==> config.mk <==
export PLATFORM = sky130hd
export DESIGN_NAME = aes_gcm_instance_scheduler
export DESIGN_NICKNAME = d
export VERILOG_FILES = /design/src/rtl/aes_gcm_pkg.sv /design/src/rtl/aes_gcm_gap_timer.sv /design/src/rtl/aes_gcm_instance_scheduler.sv
export SDC_FILE = /design/constraint.sdc
export NUM_CORES = 1
export LEC_CHECK = 0
export ABC_AREA = 1
export BUFFER_PORTS_ARGS = -buffer_cell sky130_fd_sc_hd__buf_2
export CORE_AREA = 3 3 336 338
export CTS_CLUSTER_DIAMETER = 200
export DETAILED_ROUTE_END_ITERATION = 16
export DIE_AREA = 0 0 339 341
export MAX_ROUTING_LAYER = met4
export PLACE_DENSITY = 0.38
export REMOVE_ABC_BUFFERS = 1
export SLEW_MARGIN = 10
export SYNTH_ARGS = -nofsm -noshare
export SYNTH_HDL_FRONTEND = slang
export SYNTH_SLANG_ARGS = --single-unit
==> constraint.sdc <==
create_clock -name clk -period 1.81 [get_ports clk]
set_clock_uncertainty 0.15 [all_clocks]
set_input_delay 0.181 -clock clk [delete_from_list [all_inputs] [get_ports clk]]
set_output_delay 0.181 -clock clk [all_outputs]
set_load 0.02 [all_outputs]
==> src/rtl/aes_gcm_pkg.sv <==
// Shared types and widths for the AES-GCM front-end scheduler: FSM state
// encoding and the registered beat handed to the H/J0 stage.
package aes_gcm_pkg;

    localparam int BLOCK_W = 128;
    localparam int IV_W    = 96;

    typedef enum logic [1:0] {
        ST_IDLE = 2'd0,
        ST_AAD  = 2'd1,
        ST_PT   = 2'd2,
        ST_GAP  = 2'd3
    } sched_state_t;

    typedef struct packed {
        logic [0:IV_W-1]    iv;
        logic [0:BLOCK_W-1] aad;
        logic [0:BLOCK_W-1] pt;
        logic [0:BLOCK_W-1] size;
        logic               new_inst;
        logic               pt_inst;
        logic               valid;
    } beat_t;

endpackage

==> src/rtl/aes_gcm_gap_timer.sv <==
// Down-counter that times the idle tail between instances; loads, counts to 0
// and holds there, flagging done while at 0.
module aes_gcm_gap_timer #(
    parameter int W = 4
) (
    input  logic         clk,
    input  logic         rst_n,
    input  logic         i_load,
    input  logic [W-1:0] i_load_val,
    output logic         o_done
);

    logic [W-1:0] r_cnt;

    // Count register: load has priority, otherwise saturating decrement.
    always_ff @(posedge clk) begin
        if (!rst_n) begin
            r_cnt <= '0;
        end else if (i_load) begin
            r_cnt <= i_load_val;
        end else if (r_cnt != '0) begin
            r_cnt <= r_cnt - W'(1);
        end else begin
            r_cnt <= r_cnt;
        end
    end

    assign o_done = (r_cnt == '0);

endmodule

==> src/rtl/aes_gcm_instance_scheduler.sv <==
// Sequences AES-GCM instances (command + AAD/PT blocks) into the pipeline front end.
// Optional perf counters are built when AES_GCM_SCHED_PERF_EN is defined.
module aes_gcm_instance_scheduler
    import aes_gcm_pkg::*;
#(
    parameter int CNT_W   = 16,
    parameter int MIN_GAP = 2
) (
    input  logic               clk,
    input  logic               rst_n,
    input  logic               cmd_valid,
    output logic               cmd_ready,
    input  logic [0:IV_W-1]    cmd_iv,
    input  logic [CNT_W-1:0]   cmd_aad_blocks,
    input  logic [CNT_W-1:0]   cmd_pt_blocks,
    input  logic [0:BLOCK_W-1] cmd_size,
    input  logic               in_valid,
    output logic               in_ready,
    input  logic [0:BLOCK_W-1] in_data,
    output logic               o_valid,
    output logic [0:IV_W-1]    o_iv,
    output logic [0:BLOCK_W-1] o_plain_text,
    output logic [0:BLOCK_W-1] o_aad,
    output logic [0:BLOCK_W-1] o_instance_size,
    output logic               o_new_instance,
    output logic               o_pt_instance,
    output logic               o_busy
`ifdef AES_GCM_SCHED_PERF_EN
    ,
    output logic [31:0]        o_inst_count,
    output logic [31:0]        o_starve_count
`endif
);

    localparam logic [3:0]   GAP_LOAD = (MIN_GAP == 0) ? 4'd0 : 4'(MIN_GAP - 1);
    localparam sched_state_t ST_AFTER = (MIN_GAP == 0) ? ST_IDLE : ST_GAP;

    sched_state_t     r_state;
    sched_state_t     w_next_state;
    beat_t            r_beat;
    beat_t            w_beat;
    logic [CNT_W-1:0] r_remain;
    logic [CNT_W-1:0] r_pt_cnt;
    logic             r_first;
    logic             w_cmd_hs;
    logic             w_in_hs;
    logic             w_last_blk;
    logic             w_cmd_empty;
    logic             w_gap_load;
    logic             w_gap_done;

    // Ready is a pure state decode; rst_n only masks it while reset is held.
    assign cmd_ready   = rst_n && (r_state == ST_IDLE);
    assign in_ready    = (r_state == ST_AAD) || (r_state == ST_PT);
    assign w_cmd_hs    = cmd_ready && cmd_valid;
    assign w_in_hs     = in_ready && in_valid;
    assign w_last_blk  = (r_remain == CNT_W'(1));
    assign w_cmd_empty = (cmd_aad_blocks == '0) && (cmd_pt_blocks == '0);
    // The beat cycle is the first GAP cycle, so the idle count starts after it.
    assign w_gap_load  = (r_state == ST_GAP) && r_beat.valid;

    aes_gcm_gap_timer #(
        .W          (4)
    ) u_gap_timer (
        .clk        (clk),
        .rst_n      (rst_n),
        .i_load     (w_gap_load),
        .i_load_val (GAP_LOAD),
        .o_done     (w_gap_done)
    );

    // State register.
    always_ff @(posedge clk) begin
        if (!rst_n) begin
            r_state <= ST_IDLE;
        end else begin
            r_state <= w_next_state;
        end
    end

    // Next-state decode.
    always_comb begin
        w_next_state = r_state;
        case (r_state)
            ST_IDLE: begin
                if (!w_cmd_hs) begin
                    w_next_state = ST_IDLE;
                end else if (cmd_aad_blocks != '0) begin
                    w_next_state = ST_AAD;
                end else if (cmd_pt_blocks != '0) begin
                    w_next_state = ST_PT;
                end else begin
                    w_next_state = ST_AFTER;
                end
            end
            ST_AAD: begin
                if (w_in_hs && w_last_blk) begin
                    w_next_state = (r_pt_cnt != '0) ? ST_PT : ST_AFTER;
                end else begin
                    w_next_state = ST_AAD;
                end
            end
            ST_PT: begin
                if (w_in_hs && w_last_blk) begin
                    w_next_state = ST_AFTER;
                end else begin
                    w_next_state = ST_PT;
                end
            end
            ST_GAP: begin
                if (!w_gap_load && w_gap_done) begin
                    w_next_state = ST_IDLE;
                end else begin
                    w_next_state = ST_GAP;
                end
            end
            default: w_next_state = ST_IDLE;
        endcase
    end

    // Beat composition; payloads and flags default to 0, IV/size hold.
    always_comb begin
        w_beat      = '0;
        w_beat.iv   = r_beat.iv;
        w_beat.size = r_beat.size;
        case (r_state)
            ST_IDLE: begin
                if (w_cmd_hs) begin
                    w_beat.iv       = cmd_iv;
                    w_beat.size     = cmd_size;
                    w_beat.valid    = w_cmd_empty;
                    w_beat.new_inst = w_cmd_empty;
                end else begin
                    w_beat.valid = 1'b0;
                end
            end
            ST_AAD: begin
                if (w_in_hs) begin
                    w_beat.valid    = 1'b1;
                    w_beat.aad      = in_data;
                    w_beat.new_inst = r_first;
                end else begin
                    w_beat.valid = 1'b0;
                end
            end
            ST_PT: begin
                if (w_in_hs) begin
                    w_beat.valid    = 1'b1;
                    w_beat.pt       = in_data;
                    w_beat.pt_inst  = 1'b1;
                    w_beat.new_inst = r_first;
                end else begin
                    w_beat.valid = 1'b0;
                end
            end
            ST_GAP:  w_beat.valid = 1'b0;
            default: w_beat.valid = 1'b0;
        endcase
    end

    // Beat register; reset drops any beat formed in the reset cycle.
    always_ff @(posedge clk) begin
        if (!rst_n) begin
            r_beat <= '0;
        end else begin
            r_beat <= w_beat;
        end
    end

    // Block counters and first-beat flag.
    always_ff @(posedge clk) begin
        if (!rst_n) begin
            r_remain <= '0;
            r_pt_cnt <= '0;
            r_first  <= 1'b0;
        end else if (w_cmd_hs) begin
            r_remain <= (cmd_aad_blocks != '0) ? cmd_aad_blocks : cmd_pt_blocks;
            r_pt_cnt <= cmd_pt_blocks;
            r_first  <= 1'b1;
        end else if (w_in_hs) begin
            r_first <= 1'b0;
            if ((r_state == ST_AAD) && w_last_blk) begin
                r_remain <= r_pt_cnt;
            end else if (r_remain != '0) begin
                r_remain <= r_remain - CNT_W'(1);
            end else begin
                r_remain <= r_remain;
            end
        end else begin
            r_remain <= r_remain;
            r_first  <= r_first;
        end
    end

    assign o_valid         = r_beat.valid;
    assign o_iv            = r_beat.iv;
    assign o_aad           = r_beat.aad;
    assign o_plain_text    = r_beat.pt;
    assign o_instance_size = r_beat.size;
    assign o_new_instance  = r_beat.new_inst;
    assign o_pt_instance   = r_beat.pt_inst;
    assign o_busy          = (r_state != ST_IDLE);

`ifdef AES_GCM_SCHED_PERF_EN
    logic [31:0] r_inst_count;
    logic [31:0] r_starve_count;

    // Free-running wrap-around performance counters.
    always_ff @(posedge clk) begin
        if (!rst_n) begin
            r_inst_count   <= 32'd0;
            r_starve_count <= 32'd0;
        end else begin
            r_inst_count   <= w_cmd_hs ? (r_inst_count + 32'd1) : r_inst_count;
            r_starve_count <= (in_ready && !in_valid) ? (r_starve_count + 32'd1)
                                                      : r_starve_count;
        end
    end

    assign o_inst_count   = r_inst_count;
    assign o_starve_count = r_starve_count;
`endif

endmodule

==> results.ini <==
[routing]
firstDrtPassIters=4
ant_nets=0
drc_errors=0
drt_iter0_drc=644
drt_wl_total_microns=92890
avgViaCountPerCell=3.719
via_count=19000
avgRoutedWirePerCell_microns=18.19

[sta]
tightestPinTransition_ns=1.030
finalSetupViolations=24
max_freq_mhz=544.6
rsz0062_at_grt=true
setup_ws_ns=-0.02609
hold_viol=0
min_period_over_period=1.014
period_needed_ns=1.836
drv_slew=0
slew_headroom=0.3135

[power_and_ir_drop]
p_per_area_mw_per_mm2=1237
p_leak_nw=15.51
vdd_ir_drop_max_uv=578.0
power_mw=40.89

[placement]
dp_hpwl_microns=66140
io_buffers=873
place.gp.congestion=0.8239

[clocking]
cts_sinks=522
clk_pin_slew_ns=0.06
htreeDepth=3
clockBufferDepth=3
clk_latency_ns=0.61
cts_tree=built
cts_root_buf=clkbuf_16
cts_buffers=67

[yosys]
syn_area_per_cell_sq_um=8.185
synth.area.top_cells=dfxtp_1, nand2_1, o21ai_0
ys_seq_area_frac=0.5961
syn_inst=2142
ys_warn_count=0
synth-seq-cells=522
synth_top_area_cell=dfxtp_1
syn-cell-area_sq_mm=0.01753
synth.distinct_cells=32
synth.top_cell.area_share=0.5961

[hold_path]
min_path_type=in2reg
worstHoldEndpoint=o_iv[94]
worstHoldStart=cmd_iv[94]
worstHoldPathCells=4

[global_route]
overflow=0
grt_pass1_wl_microns=129000
grt_max_degree=102
antenna_found_initial=28
grt_usage=0.1522
grt_pass1_vias=19340

[flow_run]
maxCapViolCount=0

[critical_path]
r2r_end=o_plain_text[91]
reg2reg_slack_ns=-0.02
r2r-start=r_state[0]
rr_worst_depth=10
path_class=reg2out
crit_path_start_kind=flop
crit_arrival_ns=1.51
crit_path_end_kind=output port
critPathMaxFanout=2
crit_required_ns=1.48

[floorplanning]
start_util=0.1589
die_h_microns=341
die_w_microns=339
core_sq_mm=0.1104
rows=122
die_area_sq_mm=0.1156
io-pin-count=874

[cells_and_area]
area.growth.synth_to_final_pct=88.50
fin_nets=3939
multiInputGateArea_sq_mm=0.006749
final_common_cell=buf_2
regArea_sq_mm=0.01046
final_cell_mix=buf_2, nand2_1, dfxtp_1
drive_above_1_share=0.3859
postLayoutCoreUtil=0.2994
fillers=11920

[outcome]
status=finished, violations left
violations=negative setup slack

through the flow:
step	TNS [ns]	area, sq um	setup WS (ns)	hold slack, ns	instances
floorplan	-2310.20	16950	-8.023	0.1437	2009
global placement	-12.00	24730	-0.2659	0.2272	4529
detailed placement	-15.52	24730	-0.2290	0.2352	4529
CTS	-5.912	31680	-0.1177	0.07086	5059
global route	-13.65	33050	-0.1296	0.1135	5107
finish	-0.1966	33050	-0.02609	0.1476	5107
cell families after synthesis:
family,Yosys count,share of synthesized area
xor gates and xnor gates,4,0.001999
AOI/OAI and AO/OA,278,0.08000
buffers and inverters,330,0.07565
and+or+nand+nor,998,0.2392
DFF,522,0.5961
adders and majority gates,10,0.007137
where the power goes:
| group | switching [mW] | leakage (nW) | total [mW] | internal (mW) |
|---|---|---|---|---|
| registers | 0.818 | 4.26 | 13.8 | 13.0 |
| logic | 8.18 | 10.2 | 13.9 | 5.74 |
| clock network | 5.62 | 1.05 | 13.2 | 7.53 |
| total | 14.6 | 15.5 | 40.9 | 26.3 |
synthesized netlist by cell type (all sizes together):
master	n
nand3	53
a21oi	18
xor2	2
dfxtp	522
nor2	223
o22ai	3
nand3b	2
ha	10
nor3	131
o211ai	1
o31ai	1
nand4	9
clkbuf	79
clkinv	1
a21boi	1
o21ai	254
inv	196
nand2	580
buf	54
xnor2	2
timing repair:
| item | 4_1_cts | 5_1_grt |
|---|---|---|
| resized for setup | 141 | 227 |
| pin swaps | 13 | 11 |
| buffers inserted | 11 | 3 |
| hold buffers | 387 | 0 |
| endpoints found under the hold margin | 517 | 0 |
| setup endpoints to repair | 383 | 423 |
| gates cloned | 12 | 23 |
metal layers:
metal	global-route usage	wire [microns]	part of all wire
met1	0.1756	38710	0.42
met2	0.2588	45930	0.49
met3	0.04253	6202	0.067
met4	0.04123	2049	0.022
met5	-	0	0
final cells by class:
| type | instances | share of cell area |
|---|---|---|
| repair buffers | 1462 | 0.3322 |
| clock buffers | 96 | 0.05827 |
| diodes | 25 | 0.001893 |
| inverters | 197 | 0.02302 |
| well taps | 1488 | 0.05634 |
| clock inverters | 26 | 0.007194 |
| flip-flops and latches | 522 | 0.3164 |
| repair inverters | 1 | 0.0004922 |
| multi-input cells | 1290 | 0.2042 |
sequential cells by signal (all words and copies together) (netlist names), 2 cells and up:
register           count
o_plain_text         128
o_iv                  96
o_instance_size      128
u_gap_timer.r_cnt      4
r_pt_cnt              16
o_aad                128
r_state                2
r_remain              16
how the worst max path moves through the flow:
stage,startpoint,endpoint,slack [ns]
floorplan,r_state[0],r_remain[12],-8.02
global placement,r_state[1],o_aad[36],-0.27
detailed placement,r_state[1],o_aad[36],-0.23
CTS,r_state[0],cmd_ready,-0.12
global route,r_state[0],r_remain[3],-0.13
finish,r_state[0],cmd_ready,-0.03
worst max-delay path, stage by stage (launching register included):
cell and delay, ns:
dfxtp_2 0.33, inv_2 0.05, ha_4 0.16, nand2_4 0.06
inv_2 0.04, buf_6 0.12, buf_6 0.13
(Power assumes the default switching activity.)
